### src/rtl/wb_keypad_scan_ctrl.sv
// rtl/wb_keypad_scan_ctrl.sv - Wishbone 4x4 keypad scanner with frame debounce and event FIFO
// Optional macro KEYPAD_GHOST_REJECT_EN discards frames with more than two keys pressed.
module wb_keypad_scan_ctrl #(
  parameter int CLK_FREQ        = 50000000,
  parameter int SCAN_HZ         = 1000,
  parameter int DEBOUNCE_FRAMES = 4,
  parameter int FIFO_AW         = 3
) (
  input  logic        clk,
  input  logic        rst,
  input  logic        wb_stb_i,
  input  logic        wb_cyc_i,
  input  logic        wb_we_i,
  input  logic [31:0] wb_adr_i,
  input  logic [3:0]  wb_sel_i,
  input  logic [31:0] wb_dat_i,
  output logic [31:0] wb_dat_o,
  output logic        wb_ack_o,
  input  logic [3:0]  row,
  output logic [3:0]  column,
  output logic        intr
);

  localparam int TICK_DIV = CLK_FREQ / SCAN_HZ;
  localparam int DIV_W    = $clog2(TICK_DIV);
  localparam int DEPTH    = 1 << FIFO_AW;
  localparam logic [3:0] DEB = 4'(DEBOUNCE_FRAMES);

  typedef enum logic [1:0] {IDLE, SCAN, DIFF} state_t;
  state_t state, state_nxt;

  logic [1:0]       col_idx;
  logic [DIV_W-1:0] div;
  logic [11:0]      raw;
  logic [15:0]      prev;
  logic [3:0]       stable;
  logic [15:0]      frame;
  logic [3:0]       key_idx;
  logic [15:0]      keymap;
  logic             scan_en, irq_en, ovf, ghost_flag;
  logic [4:0]       mem [DEPTH];
  logic [FIFO_AW-1:0] wptr, rptr;
  logic [FIFO_AW:0]   count;

  logic        tick, frame_done, ghost_hit, diff_push;
  logic [15:0] cur_frame;
  logic [3:0]  stable_nxt;
  logic        req, rd_pop, wr_ctrl, empty, full, push_ok;
  logic [31:0] rd_data;
  logic        unused_bits;

  assign unused_bits = ^{wb_sel_i, wb_adr_i[31:4], wb_adr_i[1:0], wb_dat_i[31:3]};

  // Column 3 rows are taken live so the frame compare happens on the last tick.
  assign cur_frame = {~row, raw};
  assign tick      = (div == DIV_W'(TICK_DIV - 1));

`ifdef KEYPAD_GHOST_REJECT_EN
  function automatic logic [4:0] ones16(input logic [15:0] v);
    ones16 = '0;
    for (int i = 0; i < 16; i++) ones16 = ones16 + {4'd0, v[i]};
  endfunction
  assign ghost_hit = (ones16(cur_frame) > 5'd2);
`else
  assign ghost_hit = 1'b0;
`endif

  assign empty   = (count == '0);
  assign full    = (count == (FIFO_AW+1)'(DEPTH));
  assign req     = wb_stb_i & wb_cyc_i & ~wb_ack_o;
  assign rd_pop  = req & ~wb_we_i & (wb_adr_i[3:2] == 2'd1) & ~empty;
  assign wr_ctrl = req & wb_we_i & (wb_adr_i[3:2] == 2'd2);
  assign column  = (state == SCAN) ? ~(4'b0001 << col_idx) : 4'hF;

  always_comb begin
    state_nxt  = state;
    frame_done = 1'b0;
    diff_push  = 1'b0;
    stable_nxt = 4'd1;
    if (cur_frame == prev) stable_nxt = (stable == DEB) ? DEB : 4'(stable + 4'd1);
    case (state)
      IDLE: if (scan_en) state_nxt = SCAN;
      SCAN: begin
        if (!scan_en) state_nxt = IDLE;
        else if (tick && col_idx == 2'd3) begin
          frame_done = 1'b1;
          if (!ghost_hit && stable_nxt == DEB && cur_frame != keymap) state_nxt = DIFF;
        end
      end
      DIFF: begin
        diff_push = (frame[key_idx] != keymap[key_idx]);
        if (key_idx == 4'd15) state_nxt = scan_en ? SCAN : IDLE;
      end
      default: state_nxt = IDLE;
    endcase
  end

  // A push into a full FIFO only succeeds when a pop frees a slot in the same cycle.
  assign push_ok = diff_push & (~full | rd_pop);

  always_comb begin
    rd_data = '0;
    case (wb_adr_i[3:2])
      2'd0: begin
        rd_data[0]           = ~empty;
        rd_data[1]           = ovf;
        rd_data[2+FIFO_AW:2] = count;
        rd_data[15]          = ghost_flag;
      end
      2'd1: if (!empty) rd_data = {23'd0, 1'b1, 3'd0, mem[rptr]};
      2'd2: rd_data[1:0] = {irq_en, scan_en};
      default: rd_data[15:0] = keymap;
    endcase
  end

  always_ff @(posedge clk) begin
    if (!rst) begin
      state      <= IDLE;
      col_idx    <= '0;
      div        <= '0;
      raw        <= '0;
      prev       <= '0;
      stable     <= '0;
      frame      <= '0;
      key_idx    <= '0;
      keymap     <= '0;
      scan_en    <= 1'b0;
      irq_en     <= 1'b0;
      ovf        <= 1'b0;
      ghost_flag <= 1'b0;
      wptr       <= '0;
      rptr       <= '0;
      count      <= '0;
      wb_ack_o   <= 1'b0;
      wb_dat_o   <= '0;
      intr       <= 1'b0;
      for (int i = 0; i < DEPTH; i++) mem[i] <= '0;
    end else begin
      state <= state_nxt;

      if (state == SCAN && state_nxt == IDLE) begin
        raw    <= '0;
        prev   <= '0;
        stable <= '0;
      end else if (state == SCAN) begin
        div <= tick ? '0 : DIV_W'(div + 1'b1);
        if (tick) begin
          col_idx <= col_idx + 2'd1;
          case (col_idx)
            2'd0: raw[3:0]  <= ~row;
            2'd1: raw[7:4]  <= ~row;
            2'd2: raw[11:8] <= ~row;
            default: ;
          endcase
        end
        if (frame_done) begin
          if (ghost_hit) begin
            stable     <= '0;
            ghost_flag <= 1'b1;
          end else begin
            stable <= stable_nxt;
            prev   <= cur_frame;
          end
          if (state_nxt == DIFF) begin
            frame   <= cur_frame;
            key_idx <= '0;
          end
        end
      end

      if (state != SCAN && state_nxt == SCAN) begin
        col_idx <= '0;
        div     <= '0;
      end

      if (state == DIFF) begin
        key_idx <= key_idx + 4'd1;
        if (diff_push) keymap[key_idx] <= frame[key_idx];
      end

      if (push_ok) begin
        mem[wptr] <= {frame[key_idx], key_idx};
        wptr      <= wptr + 1'b1;
      end
      if (rd_pop) rptr <= rptr + 1'b1;
      case ({push_ok, rd_pop})
        2'b10:   count <= count + 1'b1;
        2'b01:   count <= count - 1'b1;
        default: ;
      endcase

      if (wr_ctrl) begin
        scan_en <= wb_dat_i[0];
        irq_en  <= wb_dat_i[1];
        if (wb_dat_i[2]) begin
          ovf        <= 1'b0;
          ghost_flag <= 1'b0;
        end
      end
      if (diff_push && !push_ok) ovf <= 1'b1;

      wb_ack_o <= req;
      if (req) wb_dat_o <= wb_we_i ? '0 : rd_data;
      intr <= irq_en & ~empty;
    end
  end

endmodule

### config.mk
export PLATFORM = sky130hd
export DESIGN_NAME = wb_keypad_scan_ctrl
export DESIGN_NICKNAME = d
export VERILOG_FILES = /design/src/rtl/wb_keypad_scan_ctrl.sv
export SDC_FILE = /design/constraint.sdc
export NUM_CORES = 1
export LEC_CHECK = 0
export BUFFER_PORTS_ARGS = -buffer_cell sky130_fd_sc_hd__buf_4
export CAP_MARGIN = 20
export CORE_MARGIN = 5
export CORE_UTILIZATION = 30
export CTS_BUF_LIST = sky130_fd_sc_hd__clkbuf_4 sky130_fd_sc_hd__clkbuf_8
export CTS_CLUSTER_SIZE = 40
export DETAILED_ROUTE_END_ITERATION = 10
export PLACE_DENSITY_LB_ADDON = 0.3
export SETUP_SLACK_MARGIN = 0.05
export SKIP_LAST_GASP = 1
export SYNTH_ARGS = -nofsm -noshare
export SYNTH_HDL_FRONTEND = slang
export SYNTH_SLANG_ARGS = --single-unit
### constraint.sdc
create_clock -name clk -period 4.4 [get_ports clk]
set_input_delay 0.66 -clock clk [delete_from_list [all_inputs] [get_ports clk]]
set_output_delay 0.66 -clock clk [all_outputs]
set_load 0.02 [all_outputs]
Word-level counts from Yosys, hierarchy flattened
Memory sizes are Yosys's and may differ from the RTL's. A register that Yosys moved wholly into a read port is not among the register bits.
Cells that the tools add are included.
{"block": "classes", "addsub": 8, "multipliers": 0, "div": 0, "magnitude_cmp": 2, "n_eq_ne": 21, "shift": 1, "mux": 47, "bitwise": 18, "reduce_logical": 32}
{"cell": "$mux W16", "n": 2}
{"cell": "$mux W32", "n": 1}
{"cell": "$mux W4", "n": 8}
{"cell": "$pmux W9 S2", "n": 1}
{"cell": "$add A16 B1 Y16 const B", "n": 1}
{"cell": "$bwmux W16", "n": 1}
{"cell": "$eq A16 B16 Y1", "n": 1}
{"cell": "$eq A16 B16 Y1 const B", "n": 1}
{"cell": "$mux W1", "n": 16}
{"cell": "$ne A16 B16 Y1", "n": 1}
{"cell": "$add A4 B1 Y4 const B", "n": 3}
{"cell": "$eq A2 B2 Y1 const B", "n": 6}
{"cell": "$pmux W2 S3", "n": 2}
{"cell": "$pmux W4 S3", "n": 1}
{"cell": "$reduce_and A3 Y1", "n": 4}
{"cell": "$reduce_bool A2 Y1", "n": 6}
{"cell": "$eq A2 B1 Y1 const B", "n": 5}
{"cell": "$mux W2", "n": 5}
{"cell": "$and A1 B1 Y1", "n": 9}
{"cell": "$mux W3", "n": 3}
{"cell": "$mux W9", "n": 1}
{"cell": "$bmux W1 S4", "n": 2}
{"cell": "$eq A4 B3 Y1 const B", "n": 2}
{"cell": "$eq A4 B4 Y1 const B", "n": 2}
{"cell": "23 further kinds", "n": 45}
{"block": "totals", "register_bits": 135, "latchBits": 0, "ramBits": 40, "rom_bits": 0, "input_bits": 77, "output_inout_bits": 38, "elab_cells": 150, "memories": 1}
{"memory": "mem", "words": 8, "word_bits": 5, "read_ports": 1, "rd_clocked_by_memory_dff": 1, "wr": 8, "line_no": "41", "source": "logic [4:0] mem [DEPTH];"}

Longest topological paths before layout
{"block": "depth", "depth_word": 15, "depth_mapped": 14, "ltp_nobuf": 13}

Worst setup path before layout
No wires, ideal clock.
{"block": "synth_path", "path_type": "reg2reg", "from": "register key_idx[1]", "to": "register count[3]", "t_arrival_ns": 3.022, "t_required_ns": 4.284, "path_slack_ns": 1.262, "path_stages_with_launch": 15, "path_buffers": 1, "synth_period_minus_slack_ns": 3.138, "path_cell_list": "dfxtp_1 > buf_2 > mux4_2 > mux2i_2 > xnor2_1 > o22ai_2 > nand2b_1 > inv_1 > ha_1 > a21o_1 > a21oi_1 > nand3_1 > nor2_1 > a21oi_1 > o211a_1"}
{"block": "synth_between", "elab_chain_cells": 7, "elab_cells_between_ends": 11}
{"element": "start, declared", "line_no": "38", "source": "logic [3:0] key_idx;"}
{"element": "start signal, assigned", "line_no": "177", "source": "key_idx <= key_idx + 4'd1;"}
{"element": "$bmux W1 S4", "line_no": "91", "source": "diff_push = (frame[key_idx] != keymap[key_idx]);"}
{"element": "$mux W1 (implied by the code)", "line_no": "91"}
{"element": "$ne A1 B1 Y1 (*)", "line_no": "91"}
{"element": "$mux W1 (*)", "line_no": "81", "source": "case (state)"}
{"element": "$and A1 B1 Y1 (*)", "line_no": "99", "source": "assign push_ok = diff_push & (~full | rd_pop);"}
{"element": "$eq A2 B1 Y1 or $eq A2 B2 Y1 (tied branches)", "line_no": "186", "source": "case ({push_ok, rd_pop})"}
{"element": "$pmux W4 S2 or $reduce_bool A2 Y1 (tied branches)"}
{"element": "end signal, assigned", "line_no": "187", "source": "2'b10: count <= count + 1'b1;"}
{"element": "end signal, assigned", "line_no": "188", "source": "2'b01: count <= count - 1'b1;"}
{"element": "end, declared", "line_no": "43", "source": "logic [FIFO_AW:0] count;"}
Every way passes the cells marked *; elsewhere a longest branch is shown, timed or not. The select of a mux whose other input is x is not followed.
A chain may end at the register's enable or synchronous reset.

==> flow_metrics.tcl <==
set metrics [dict create \
    synth-xor-area-share 0.0428 \
    final-setup-viol-count 0 \
    critPathSlowestCell "or4_1" \
    reg2reg_depth 7 \
    crit_buf_inv 0 \
    r2r-start "key_idx[1]" \
    dieArea_sq_mm 0.0307 \
    syn_area_per_cell_sq_um 9.47 \
    fin_cells 1237 \
    routed_wirelength_um 19300 \
    die_h_um 175 \
    drt_iter0_drc 476 \
    leakage_nw 3.16 \
    dp_cells 1205 \
    fin_crit_ns 3.65 \
    synth_area_leaders "dfxtp_1 (30%), edfxtp_1 (15%), mux4_2 (5.0%)" \
    grt_pass1_wl_um 32000 \
    post_cts_buffers 0 \
    synth_cell_types 70 \
    htreeDepth 4 \
    vias 6181 \
    grt_pass1_vias 5998 \
    wl_per_cell_um 15.6 \
    cts_resized 0 \
    whs_path_depth 3 \
    synth-compound-area-share 0.125 \
    async_reset_ff_frac 0 \
    min_from "wb_dat_i[1]" \
    ff2ff_setup_slack_ns 0.75 \
    place.gp.congestion 0.804 \
    skew_ns 0.0124 \
    worst_setup_path_start_kind "flop" \
    synth_seq_cells 162 \
    clock-root-buffer "clkbuf_8" \
    cp-end-kind "flop" \
    viasPerCell 5.00 \
    grt_setup_unrepaired "no" \
    power_density_mw_per_mm2 316 \
    io_pins 115 \
    maxCapViolCount 0 \
    drive_gt1_frac 0.133 \
    clock-sinks 162 \
    clock_path_buffers 2 \
    slew_viol_final 0 \
    holdPathEnd "irq_en" \
    synth_edf_count 40 \
    tns_ns 0 \
    hold_buffers 0 \
    reg2reg_to "mem[4][0]" \
    ir_drop_mv 0.197 \
    worstPathRequired_ns 4.54 \
    antenna_found_initial 0 \
    yosysSeqAreaShare 0.445 \
    clkLatencyLatePin_ns 0.46 \
    portBuffers 35 \
    start_util 0.304 \
    synthMuxAreaShare 0.0999 \
    min_path_type "input port to flop" \
    yosysTopAreaCell "dfxtp_1" \
    fmax_mhz 274 \
    synth-simple-area-share 0.203 \
    clk_pin_slew_ns 0.09 \
    area_growth_pct 12.0 \
    synth_top_family_by_area "simple AND/OR/NAND/NOR gates" \
    fillers 2736 \
    mappedNetlistArea_sq_mm 0.00818 \
    synth_top_area_share 0.299 \
    antenna_left 0 \
    crit_family "simple AND/OR/NAND/NOR gates" \
    worst-setup-path-type "flop to flop" \
    synth_ff_type "dfxtp_1" \
    cts_buffers 17 \
    yosysWarnings 0 \
    syn_inst 864 \
    synthAdderAreaFrac 0.0315 \
    drc 0 \
    num_rows 60 \
    dieWidth_um 175 \
    worst_slew_pin_slew_ns 0.904 \
    dpl.hpwl_um 13700 \
    cts_tree "yes" \
    grt_util_all_layers 0.128 \
    first_pass_iters 5 \
    finalHoldViolCount 0 \
    core_region_area_sq_mm 0.0269 \
    crit_path_max_fanout 18 \
    grt_start_max_net_pins 60 \
    slew_headroom 0.392 \
    critical_path_arrival_ns 3.78 \
    period_share 0.829 \
    outcome "complete, no violations" \
    final_nets 980 \
    grt_overflow 0 \
    diodes 0 \
    path_cells "mux4_2 -> mux2i_2 -> xnor2_1 -> o22ai_2 -> nand2_1 -> or4_1 -> nand2_1" \
    cpMostUsedCell "nand2_1" \
    max_stage_delay_ns 0.68 \
]
==> worst min-delay path: stages <==
cell	delay (ns)
buf_4	0.07
mux2i_1	0.05
nor2_1	0.07
==> cells in the mapped netlist (5+ instances only) <==
master,number
o21ai_0,19
a22o_1,7
a21oi_1,46
mux4_2,18
a211oi_1,24
a22oi_1,15
xor2_1,11
inv_1,23
nand4_1,17
nand3_1,21
o41ai_1,6
xnor2_1,29
and2_1,24
mux2i_1,33
nand2_1,107
ha_1,19
buf_4,17
nor3_1,12
mux2_2,5
nor4_1,7
edfxtp_1,40
and3_1,5
nand2b_1,6
nor2_1,92
a31oi_1,5
clkbuf_1,41
dfxtp_1,122
a311oi_1,5
nor2b_1,10
or4_1,7
o31ai_1,5
or3_1,9
==> flip-flops by register name (all words and copies together), names as in the netlist, named ones only <==
register  count
rptr          3
key_idx       4
stable        4
raw          12
keymap       16
col_idx       2
wb_ack_o      1
frame        16
div          16
scan_en       1
irq_en        1
state         2
intr          1
mem          40
wptr          3
count         4
prev         16
wb_dat_o     16
ovf           1
==> power breakdown <==
group | internal, mW | total (mW) | switching (mW)
Combinational | 0.0479 | 0.149 | 0.101
Clock | 0.603 | 1.19 | 0.585
Sequential | 1.54 | 1.56 | 0.0173
==> worst max-delay path by stage <==
stage,start,endpoint,slack (ns),depth (start not counted)
after floorplan,key_idx[1],count[3],1.26,14
after global placement,key_idx[1],mem[4][0],0.74,7
after detailed placement,key_idx[1],mem[4][0],0.70,8
after CTS,key_idx[1],mem[4][0],0.68,8
after global routing,key_idx[1],mem[4][0],0.47,8
final,key_idx[1],mem[4][0],0.75,7
==> placed cells by master, fill, tap and decap left out, types with 6 or more instances in the layout <==
cell type  instances
xor2_1            11
conb_1            16
clkbuf_8          19
nor4_1             6
nor2_1            92
nand2_1          107
nand3_1           21
inv_1             23
nor2b_1           10
a22o_1             7
or3_1              9
mux4_2            18
mux2i_1           33
a21oi_1           46
dfxtp_1          122
and2_1            24
ha_1              19
edfxtp_1          40
o41ai_1            6
a22oi_1           15
a211oi_1          24
nand4_1           17
xnor2_1           29
nand2b_1           6
nor3_1            12
buf_4             50
or4_1              7
o21ai_0           19
==> final cells by class <==
type	count	area (sq um)	area share
clock buffer	19	262	0.0285
clock inverter	13	174	0.0190
inverter	26	97.6	0.0107
multi-input combinational	626	4180	0.456
sequential	162	3640	0.398
tap	341	427	0.0466
timing repair buffer	50	375	0.0410
==> through the flow <==
stage	power [mW]	util	instance area, sq um	setup slack [ns]	hold slack, ns
2_1_floorplan	1.70	-	8240	1.26	0.432
3_3_place_gp	1.75	0.325	8720	0.735	0.441
4_1_cts	2.93	0.341	9160	0.684	0.412
6_report	2.90	0.341	9160	0.754	0.433
5_1_grt	3.01	0.341	9160	0.466	0.442
3_5_place_dp	1.75	0.325	8720	0.704	0.447
==> per-layer routing <==
| layer | wire, um | global-route usage | part of all wire | vias up |
|---|---|---|---|---|
| li1 | - | - | - | 3107 |
| met3 | 805 | 0.0288 | 0.042 | 11 |
| met4 | 134 | 0.0252 | 0.0070 | 0 |
| met5 | 0 | 0 | 0 | - |
| met1 | 9240 | 0.179 | 0.48 | 2964 |
| met2 | 9090 | 0.205 | 0.47 | 99 |
==> logic make-up after synthesis <==
group | after synthesis
AOI/OAI and AO/OA | 154
xor gates and xnor gates | 40
adders and majority gates | 20
buffers and inverters | 91
DFF | 162
muxes | 58
other | 1
and+or+nand+nor | 338
(Power assumes the default switching activity.)
